**config.mk**
```make
export PLATFORM = sky130hd
export DESIGN_NAME = waffle_timer_responder
export DESIGN_NICKNAME = d
export VERILOG_FILES = /design/src/rtl/waffle_io_pkg.sv /design/src/rtl/waffle_timer_responder_prescaler.sv /design/src/rtl/waffle_timer_responder.sv
export SDC_FILE = /design/constraint.sdc
export NUM_CORES = 1
export LEC_CHECK = 0
export ABC_AREA = 1
export BUFFER_PORTS_ARGS = -buffer_cell sky130_fd_sc_hd__buf_2
export CAP_MARGIN = 15
export CORE_MARGIN = 8
export CORE_UTILIZATION = 60
export CTS_BUF_LIST = sky130_fd_sc_hd__clkbuf_8
export CTS_CLUSTER_DIAMETER = 60
export DETAILED_ROUTE_END_ITERATION = 8
export PLACE_DENSITY = 0.8
export SLEW_MARGIN = 20
export SYNTH_ARGS = -nofsm -noshare
export SYNTH_HDL_FRONTEND = slang
export SYNTH_SLANG_ARGS = --single-unit
```
**constraint.sdc**
```tcl
create_clock -name clk -period 4.48 [get_ports clk]
set_input_delay 0.224 -clock clk [delete_from_list [all_inputs] [get_ports clk]]
set_output_delay 0.224 -clock clk [all_outputs]
set_load 0.01 [all_outputs]
```
**src/rtl/waffle_io_pkg.sv**
```systemverilog
// Shared I/O decode constants for the waffle SoC top level and the
// memory-mapped timer responder.
package waffle_io_pkg;

  localparam logic [15:0] SW_ADDR  = 16'd998;
  localparam logic [15:0] LED_ADDR = 16'd999;

  localparam logic [16:0] TMR_WIN = 17'd7;

  localparam logic [2:0] OFF_CTRL     = 3'd0;
  localparam logic [2:0] OFF_RLD_LO   = 3'd1;
  localparam logic [2:0] OFF_RLD_HI   = 3'd2;
  localparam logic [2:0] OFF_CNT_LO   = 3'd3;
  localparam logic [2:0] OFF_CNT_HI   = 3'd4;
  localparam logic [2:0] OFF_STATUS   = 3'd5;
  localparam logic [2:0] OFF_PRESCALE = 3'd6;

  localparam int CTRL_EN   = 0;
  localparam int CTRL_AUTO = 1;
  localparam int CTRL_IE   = 2;

  typedef enum logic {
    STOPPED = 1'b0,
    RUNNING = 1'b1
  } timer_state_t;

endpackage

```
**src/rtl/waffle_timer_responder_prescaler.sv**
```systemverilog
// Prescaler: counts clk cycles and pulses tick every cmp+1 cycles.
// clr forces the count to zero and suppresses tick.
module waffle_prescaler #(
  parameter int W = 8
) (
  input  logic         clk,
  input  logic         rst_n,
  input  logic         en,
  input  logic         clr,
  input  logic [W-1:0] cmp,
  output logic         tick
);

  logic [W-1:0] cnt_q, cnt_d;

  always_comb begin
    tick  = en && !clr && (cnt_q == cmp);
    cnt_d = cnt_q;
    if (clr || tick) begin
      cnt_d = '0;
    end else if (en) begin
      cnt_d = cnt_q + 1'b1;
    end
  end

  always_ff @(posedge clk or negedge rst_n) begin
    if (!rst_n) begin
      cnt_q <= '0;
    end else begin
      cnt_q <= cnt_d;
    end
  end

endmodule

```
**src/rtl/waffle_timer_responder.sv**
```systemverilog
// Memory-mapped 16-bit down-counting timer on the CPU data bus,
// with sticky expiry flag and registered interrupt request.
module waffle_timer_responder
  import waffle_io_pkg::*;
#(
  parameter logic [15:0] BASE       = 16'd1000,
  parameter int          PRESCALE_W = 8
) (
  input  logic        clk,
  input  logic        rst_n,
  input  logic [15:0] addr,
  input  logic        we,
  input  logic [7:0]  din,
  output logic [7:0]  dout,
  output logic        hit,
  output logic        irq
);

  timer_state_t state_q, state_d;

  logic [2:0]  ctrl_q, ctrl_d;
  logic [7:0]  rld_lo_q, rld_lo_d;
  logic [15:0] reload_q, reload_d;
  logic [15:0] count_q, count_d;
  logic [7:0]  snap_q, snap_d;
  logic        exp_q, exp_d;
  logic [7:0]  dout_q, dout_d;
  logic        hit_q, hit_d;
  logic        irq_q, irq_d;

  logic [PRESCALE_W-1:0] presc_q, presc_d;

  logic [16:0] rel;
  logic        in_win;
  logic [2:0]  off;
  logic        wr;
  logic        wr_ctrl, wr_rlo, wr_rhi;
  logic        wr_stat, wr_psc, rd_lo;
  logic        run, tick, expire;
  logic [7:0]  rdata;

  // Below-BASE addresses wrap to a huge offset and miss the window.
  assign rel     = {1'b0, addr} - {1'b0, BASE};
  assign in_win  = rel < TMR_WIN;
  assign off     = rel[2:0];
  assign wr      = we && in_win;
  assign wr_ctrl = wr && (off == OFF_CTRL);
  assign wr_rlo  = wr && (off == OFF_RLD_LO);
  assign wr_rhi  = wr && (off == OFF_RLD_HI);
  assign wr_stat = wr && (off == OFF_STATUS);
  assign wr_psc  = wr && (off == OFF_PRESCALE);
  assign rd_lo   = !we && in_win && (off == OFF_CNT_LO);
  assign run     = (state_q == RUNNING);

  waffle_prescaler #(
    .W (PRESCALE_W)
  ) u_prescaler (
    .clk   (clk),
    .rst_n (rst_n),
    .en    (run),
    .clr   (!run || wr_rhi),
    .cmp   (presc_q),
    .tick  (tick)
  );

  always_comb begin
    state_d  = state_q;
    ctrl_d   = ctrl_q;
    rld_lo_d = rld_lo_q;
    reload_d = reload_q;
    count_d  = count_q;
    snap_d   = snap_q;
    exp_d    = exp_q;
    presc_d  = presc_q;
    expire   = tick && (count_q == 16'd0);
    if (tick) begin
      if (count_q != 16'd0) begin
        count_d = count_q - 16'd1;
      end else if (ctrl_q[CTRL_AUTO]) begin
        count_d = reload_q;
      end
    end
    if (expire && !ctrl_q[CTRL_AUTO]) begin
      ctrl_d[CTRL_EN] = 1'b0;
    end
    if (wr_ctrl) ctrl_d = din[2:0];
    if (wr_rlo)  rld_lo_d = din;
    if (wr_rhi) begin
      reload_d = {din, rld_lo_q};
      count_d  = {din, rld_lo_q};
    end
    if (wr_stat && din[0]) exp_d = 1'b0;
    if (expire) exp_d = 1'b1;
    if (wr_psc) presc_d = PRESCALE_W'(din);
    if (rd_lo)  snap_d = count_q[15:8];
    unique case (state_q)
      STOPPED: begin
        if (ctrl_q[CTRL_EN]) state_d = RUNNING;
      end
      RUNNING: begin
        if (!ctrl_q[CTRL_EN] ||
            (expire && !ctrl_q[CTRL_AUTO])) begin
          state_d = STOPPED;
        end
      end
      default: state_d = STOPPED;
    endcase
  end

  always_comb begin
    rdata = '0;
    case (off)
      OFF_CTRL:     rdata = {5'd0, ctrl_q};
      OFF_RLD_LO:   rdata = rld_lo_q;
      OFF_RLD_HI:   rdata = reload_q[15:8];
      OFF_CNT_LO:   rdata = count_q[7:0];
      OFF_CNT_HI:   rdata = snap_q;
      OFF_STATUS:   rdata = {7'd0, exp_q};
      OFF_PRESCALE: rdata = 8'(presc_q);
      default:      rdata = '0;
    endcase
    dout_d = in_win ? rdata : 8'd0;
    hit_d  = in_win;
    irq_d  = exp_q && ctrl_q[CTRL_IE];
  end

  always_ff @(posedge clk or negedge rst_n) begin
    if (!rst_n) begin
      state_q  <= STOPPED;
      ctrl_q   <= '0;
      rld_lo_q <= '0;
      reload_q <= '0;
      count_q  <= '0;
      snap_q   <= '0;
      exp_q    <= 1'b0;
      presc_q  <= '0;
      dout_q   <= '0;
      hit_q    <= 1'b0;
      irq_q    <= 1'b0;
    end else begin
      state_q  <= state_d;
      ctrl_q   <= ctrl_d;
      rld_lo_q <= rld_lo_d;
      reload_q <= reload_d;
      count_q  <= count_d;
      snap_q   <= snap_d;
      exp_q    <= exp_d;
      presc_q  <= presc_d;
      dout_q   <= dout_d;
      hit_q    <= hit_d;
      irq_q    <= irq_d;
    end
  end

  assign dout = dout_q;
  assign hit  = hit_q;
  assign irq  = irq_q;

endmodule
```
After elaboration in Yosys (flattened, before gate mapping)
Cells that the tools add are included.
{ "classes": {"n_addsub": 3, "magnitude_cmp": 1, "n_eq_ne": 7, "n_mux": 15, "bitwise": 1, "n_reduce_logical": 31} }
{ "ops": {"columns": ["op", "count"], "rows": [
  ["two-way mux 16 bit", 4],
  ["case mux 8 bit (7 select lines)", 1],
  ["two-way mux 8 bit", 3],
  ["less-than comparator 17 x 3 -> 1 bit, second input constant", 1],
  ["subtractor 16 x 10 -> 17 bit, second input constant", 1],
  ["logical NOT 16 bit", 1],
  ["nonzero test 16 bit", 1],
  ["subtractor 16 x 1 -> 16 bit, second input constant", 1],
  ["logical AND 1 bit", 14],
  ["equality test 3 bit, second input constant", 3],
  ["adder 8 x 1 -> 8 bit, second input constant", 1],
  ["equality test 8 bit", 1],
  ["nonzero test 2 bit", 4],
  ["equality test 3 x 2 -> 1 bit, second input constant", 2],
  ["two-way mux 1 bit", 6],
  ["logical NOT 1 bit", 5],
  ["equality test 3 x 1 -> 1 bit, second input constant", 1],
  ["logical NOT 3 bit", 1],
  ["logical OR 1 bit", 3],
  ["nonzero test 3 bit", 1],
  ["case mux 1 bit (2 select lines)", 1],
  ["AND reduction 2 bit", 1],
  ["inverter 1 bit", 1]
]} }
{ "word_totals": {"register_bits": 79, "out_inout_bits": 10, "word_cells": 71} }

Longest topological paths before layout
{ "depth": {"ltp_word": 13, "depth_mapped": 14, "mapped_depth_nobuf": 13} }

Modules after synthesis
From an unflattened synthesis, not the netlist that was laid out.
{ "hier_totals": {"cells_unflattened": 587, "hier_area_um2": 4440.5} }
{ "modules_own_cells": {"columns": ["module", "instances", "cells_per_inst", "area_per_inst_um2"], "rows": [
  ["waffle_timer_responder", 1, 504, 3868.7],
  ["waffle_prescaler", 1, 83, 571.8]
]} }

Least setup slack after synthesis
OpenSTA, ideal clock, no wires.
{ "synth_path": {"path_kind": "reg2reg", "from": "reg count_q[0]", "to": "reg count_q[3]", "setup_time_ps": 121, "t_arrival_ps": 1606, "required_ps": 4359, "path_slack_ps": 2753, "path_stages_with_launch": 11, "n_path_buf": 1, "synth_period_minus_slack_ps": 1727, "cell_sequence": "dfrtp_1 inv_1 ha_1 inv_1 nor3_2 nand3_4 nor2_4 o31ai_4 buf_6 nand2_1 o21ai_2"} }
{ "synth_between": {"elab_chain_len": 4, "elab_cells_between_ends": 7, "cone_classes": "1 x add/sub; 3 x mux; 3 x reduce/logical"} }
{ "synth_lines": {"columns": ["item", "line_no", "rtl"], "rows": [
  ["start, declared", "waffle_timer_responder.sv:24", "logic [15:0] count_q, count_d;"],
  ["start signal, assigned", "waffle_timer_responder.sv:145", "count_q <= count_d;"],
  ["subtractor 16 x 1 -> 16 bit or nonzero test 16 bit (tied branches)", "waffle_timer_responder.sv:78, waffle_timer_responder.sv:77", null],
  ["two-way mux 16 bit", "waffle_timer_responder.sv:77", "if (count_q != 16'd0) begin"],
  ["two-way mux 16 bit", "waffle_timer_responder.sv:76", "if (tick) begin"],
  ["two-way mux 16 bit", "waffle_timer_responder.sv:88", "if (wr_rhi) begin"]
]} }
Several ways; a longest one is shown, not always the timed one. The select of a mux whose other input is x is not followed.
A chain may end at the register's enable or synchronous reset.

Worst setup path in the final report
{ "layout_path": {"from": "reg count_q[6]", "to": "reg count_q[8]"} }
Same word-level chain as after synthesis.

==> impl_results.md <==
* EDFF count, synth at 0
* Fin. Hold Viols at 0
* Mux contribution to synthesized area at 0%
* Hold Crit Class: primary input to async pin
* Setup Viol. Count Final at 0
* Largest fanout on the critical path at 23
* LEAKAGE at 0.00244 µW
* Cell count after synthesis at 559
* Filler Cells Inserted at 618
* Layout Nets at 624
* Highest-delay cell along the critical path: o31ai_4
* Hold Buf Count CTS at 0
* Gpl congestion at 0.946
* Total CTS buffers at 9
* Post-synthesis sequential area ratio at 44.2%
* Vias at 3808
* Total GRT Usage at 21.6%
* Hpwl dp at 8060 µm
* Post-Synth Adder-Cell Area at 0.838%
* Via/cell ratio at 5.46
* Post-CTS setup buffer count at 0
* Number of global-route vias before repair at 3523
* Die Area at 10500 µm²
* Buffers on Ports at 36
* IR drop worst, VDD at 167 µV
* Net count after synthesis at 589
* Unrepaired setup endpoints after global routing: no
* Post-cts resize count at 0
* Average wire per standard cell at 15.1 µm
* Max-cap violations at 0
* H-tree depth at 3
* Die extent in x at 102 µm
* CTS tree: done
* Initial antenna violation count at 0
* Crit-path cells: nor2_1 > nand2_2 > nor2_2 > nand3_4 > nor2_4 > o31ai_4 > inv_2 > nand2_1 > nand3_1
* Slew headroom at 35.9%
* Pwr per Cell Area at 272 nW/µm²
* Worst-margin pin slew at 961 ps
* Synth Area in XOR/XNOR at 3.91%
* Synth-to-Final Area Change at 8.72%
* Setup crit end kind: flip-flop
* CP peak stage delay at 770 ps
* CP arrival at 2710 ps
* Synth Area in Compound Gates at 12.7%
* Seq cells post-synth at 79
* Global-route wire length before repair at 17200 µm
* Setup CP Type: flip-flop to flip-flop
* Crit share post-route at 55.1%
* Power Total at 1320 µW
* Layout Skew at 9.22 ps
* Setup TNS at 0 ps
* Detail Route Antenna Nets at 0
* Slew Viols, Final at 0
* Post-Route WL at 10500 µm
* Setup crit start kind: flip-flop
* Synth cell types at 40
* Ys flop type: dfrtp_1
* Post-Syn Area at 4480 µm²
* GR Overflow Total at 0
* DRT iter0 DRCs at 308
* Synth Area per Inst at 8.01 µm²
* Root Driver: clkbuf_8
* Clk sinks at 79
* # rows at 31
* DRT Pass-1 Iters at 5
* Die height at 102 µm
* Post-layout minimum cycle time at 2470 ps
* Clk slew on worst S/H paths at 80 ps
* # DRC at 0
* Outcome: completed
* Largest net degree at the start of global routing at 80
* # diodes at 0
* Starting Density at 61.7%
* Synth Area in Simple Gates at 29.5%
* Register area at 1980 µm²
* Area of the multi-input gates at 2100 µm²
* Largest family of logic cells by synthesized area: simple AND/OR/NAND/NOR gates
* Share of cells above drive strength 1 at 16.4%
* IO Pins at 37
* Clk_lat worst skew at 350 ps
* Bufs on Longest Clock Path at 2
* Async set-reset flop share out of synthesis at 100%
* Synth warn at 0
* FMAX at 405 MHz
* Core Box Area at 7250 µm²
* Critical Path RT at 4720 ps
## Yosys cell counts, drive strengths merged (2+ instances only)
| cell | count | share of area [%] |
|---|---|---|
| o22ai | 4 | 0.56 |
| buf | 12 | 2.8 |
| ha | 3 | 0.84 |
| a31oi | 5 | 0.70 |
| nor3 | 11 | 2.0 |
| o211ai | 2 | 0.34 |
| inv | 72 | 6.0 |
| o21ai | 68 | 8.3 |
| or2 | 3 | 0.42 |
| nor3b | 2 | 0.56 |
| nand4 | 2 | 0.95 |
| a221oi | 5 | 0.98 |
| a21oi | 11 | 1.2 |
| xor2 | 11 | 2.2 |
| nor2 | 43 | 4.5 |
| nand3 | 30 | 4.3 |
| xnor2 | 9 | 1.8 |
| nand2 | 180 | 16 |
| nor4 | 3 | 0.75 |
| dfrtp | 79 | 44 |
## stage by stage
| stage | hold WS [ps] | setup slack (ps) | cells | util [%] | instance area, µm² |
|---|---|---|---|---|---|
| floorplan | -71.6 | 2750 | 559 | - | 4480 |
| finish | 16.0 | 2010 | 698 | 67.1 | 4870 |
| global placement | 435 | 1960 | 682 | 64.2 | 4660 |
| global route | 76.3 | 1830 | 698 | 67.1 | 4870 |
| detailed placement | 438 | 1860 | 682 | 64.2 | 4660 |
| CTS | 44.0 | 2040 | 698 | 67.1 | 4870 |
## cell type report
class	instances	share of cell area, %
Tap cell	99	2.54
Clock buffer	11	3.11
Multi-Input combinational cell	395	43.2
Inverter	73	5.63
Clock inverter	5	1.16
Sequential cell	79	40.6
Timing Repair Buffer	36	3.75
## path summary, 6_finish.rpt
path | from | end | slack (ps) | cells after the start
max | count_q[6]$_DFFE_PN0P_ | count_q[8]$_DFFE_PN0P_ | 2010 | 9
min in group clk | din[3] | rld_lo_q[3]$_DFFE_PN0P_ | 150 | 3
min | rst_n | snap_q[3]$_DFFE_PN0P_ | 20 | 1
max reg2reg | count_q[6]$_DFFE_PN0P_ | count_q[8]$_DFFE_PN0P_ | 2010 | 9
max in group asynchronous | rst_n | reload_q[9]$_DFFE_PN0P_ | 3850 | 1
min reg2reg | rld_lo_q[6]$_DFFE_PN0P_ | rld_lo_q[6]$_DFFE_PN0P_ | 490 | 2
## state kept, by name, summed over array words and instances (netlist names), 3 cells and up
register           count
snap_q                 8
ctrl_q                 3
count_q               16
u_prescaler.cnt_q      8
rld_lo_q               8
dout                   8
reload_q              16
presc_q                8
## worst max-delay path, delay by kind of cell, from the launching register on
kind            cells  cell delay (ps)
buf+inv             1              220
simple gates        7              820
compound gates      1              770
flops               1              520
## report_power, final
group	internal [µW]	leakage [µW]	switching (µW)
clock network	287	0.000105	257
registers	714	0.00110	1.48
logic	17.1	0.00124	47.2
## cell usage in the layout, fill, tap and decap left out, types with 4 or more instances in the layout
cell        n
nand2_2     4
buf_2      35
nor3_1      5
o21ai_0    26
a221oi_1    5
xor2_1     11
nor2_1     37
nor3_2      5
o21ai_1    34
a21oi_1    11
clkbuf_8   11
inv_2       6
xnor2_1     9
inv_1      66
nand2_1   173
a31oi_1     5
dfrtp_1    79
nand3_1    26
o21ai_2     8
o22ai_1     4
## routing by layer
metal	track usage [%]	wire length, µm
met1	28.0	4630
met2	33.1	4750
met3	7.02	938
met4	7.34	206
met5	0	0
## cell families (layout without fill, tap and decap cells)
| kind of cell | count (synthesis) | in the layout |
|---|---|---|
| buffers and inverters | 85 | 125 |
| AND/OR/NAND/NOR | 275 | 275 |
| flip-flops | 79 | 79 |
| XOR/XNOR | 20 | 20 |
| AO/OA/AOI/OAI | 97 | 97 |
| adder cells (fa/ha/maj) | 3 | 3 |
Note: power is estimated with default switching activity, not from simulation.
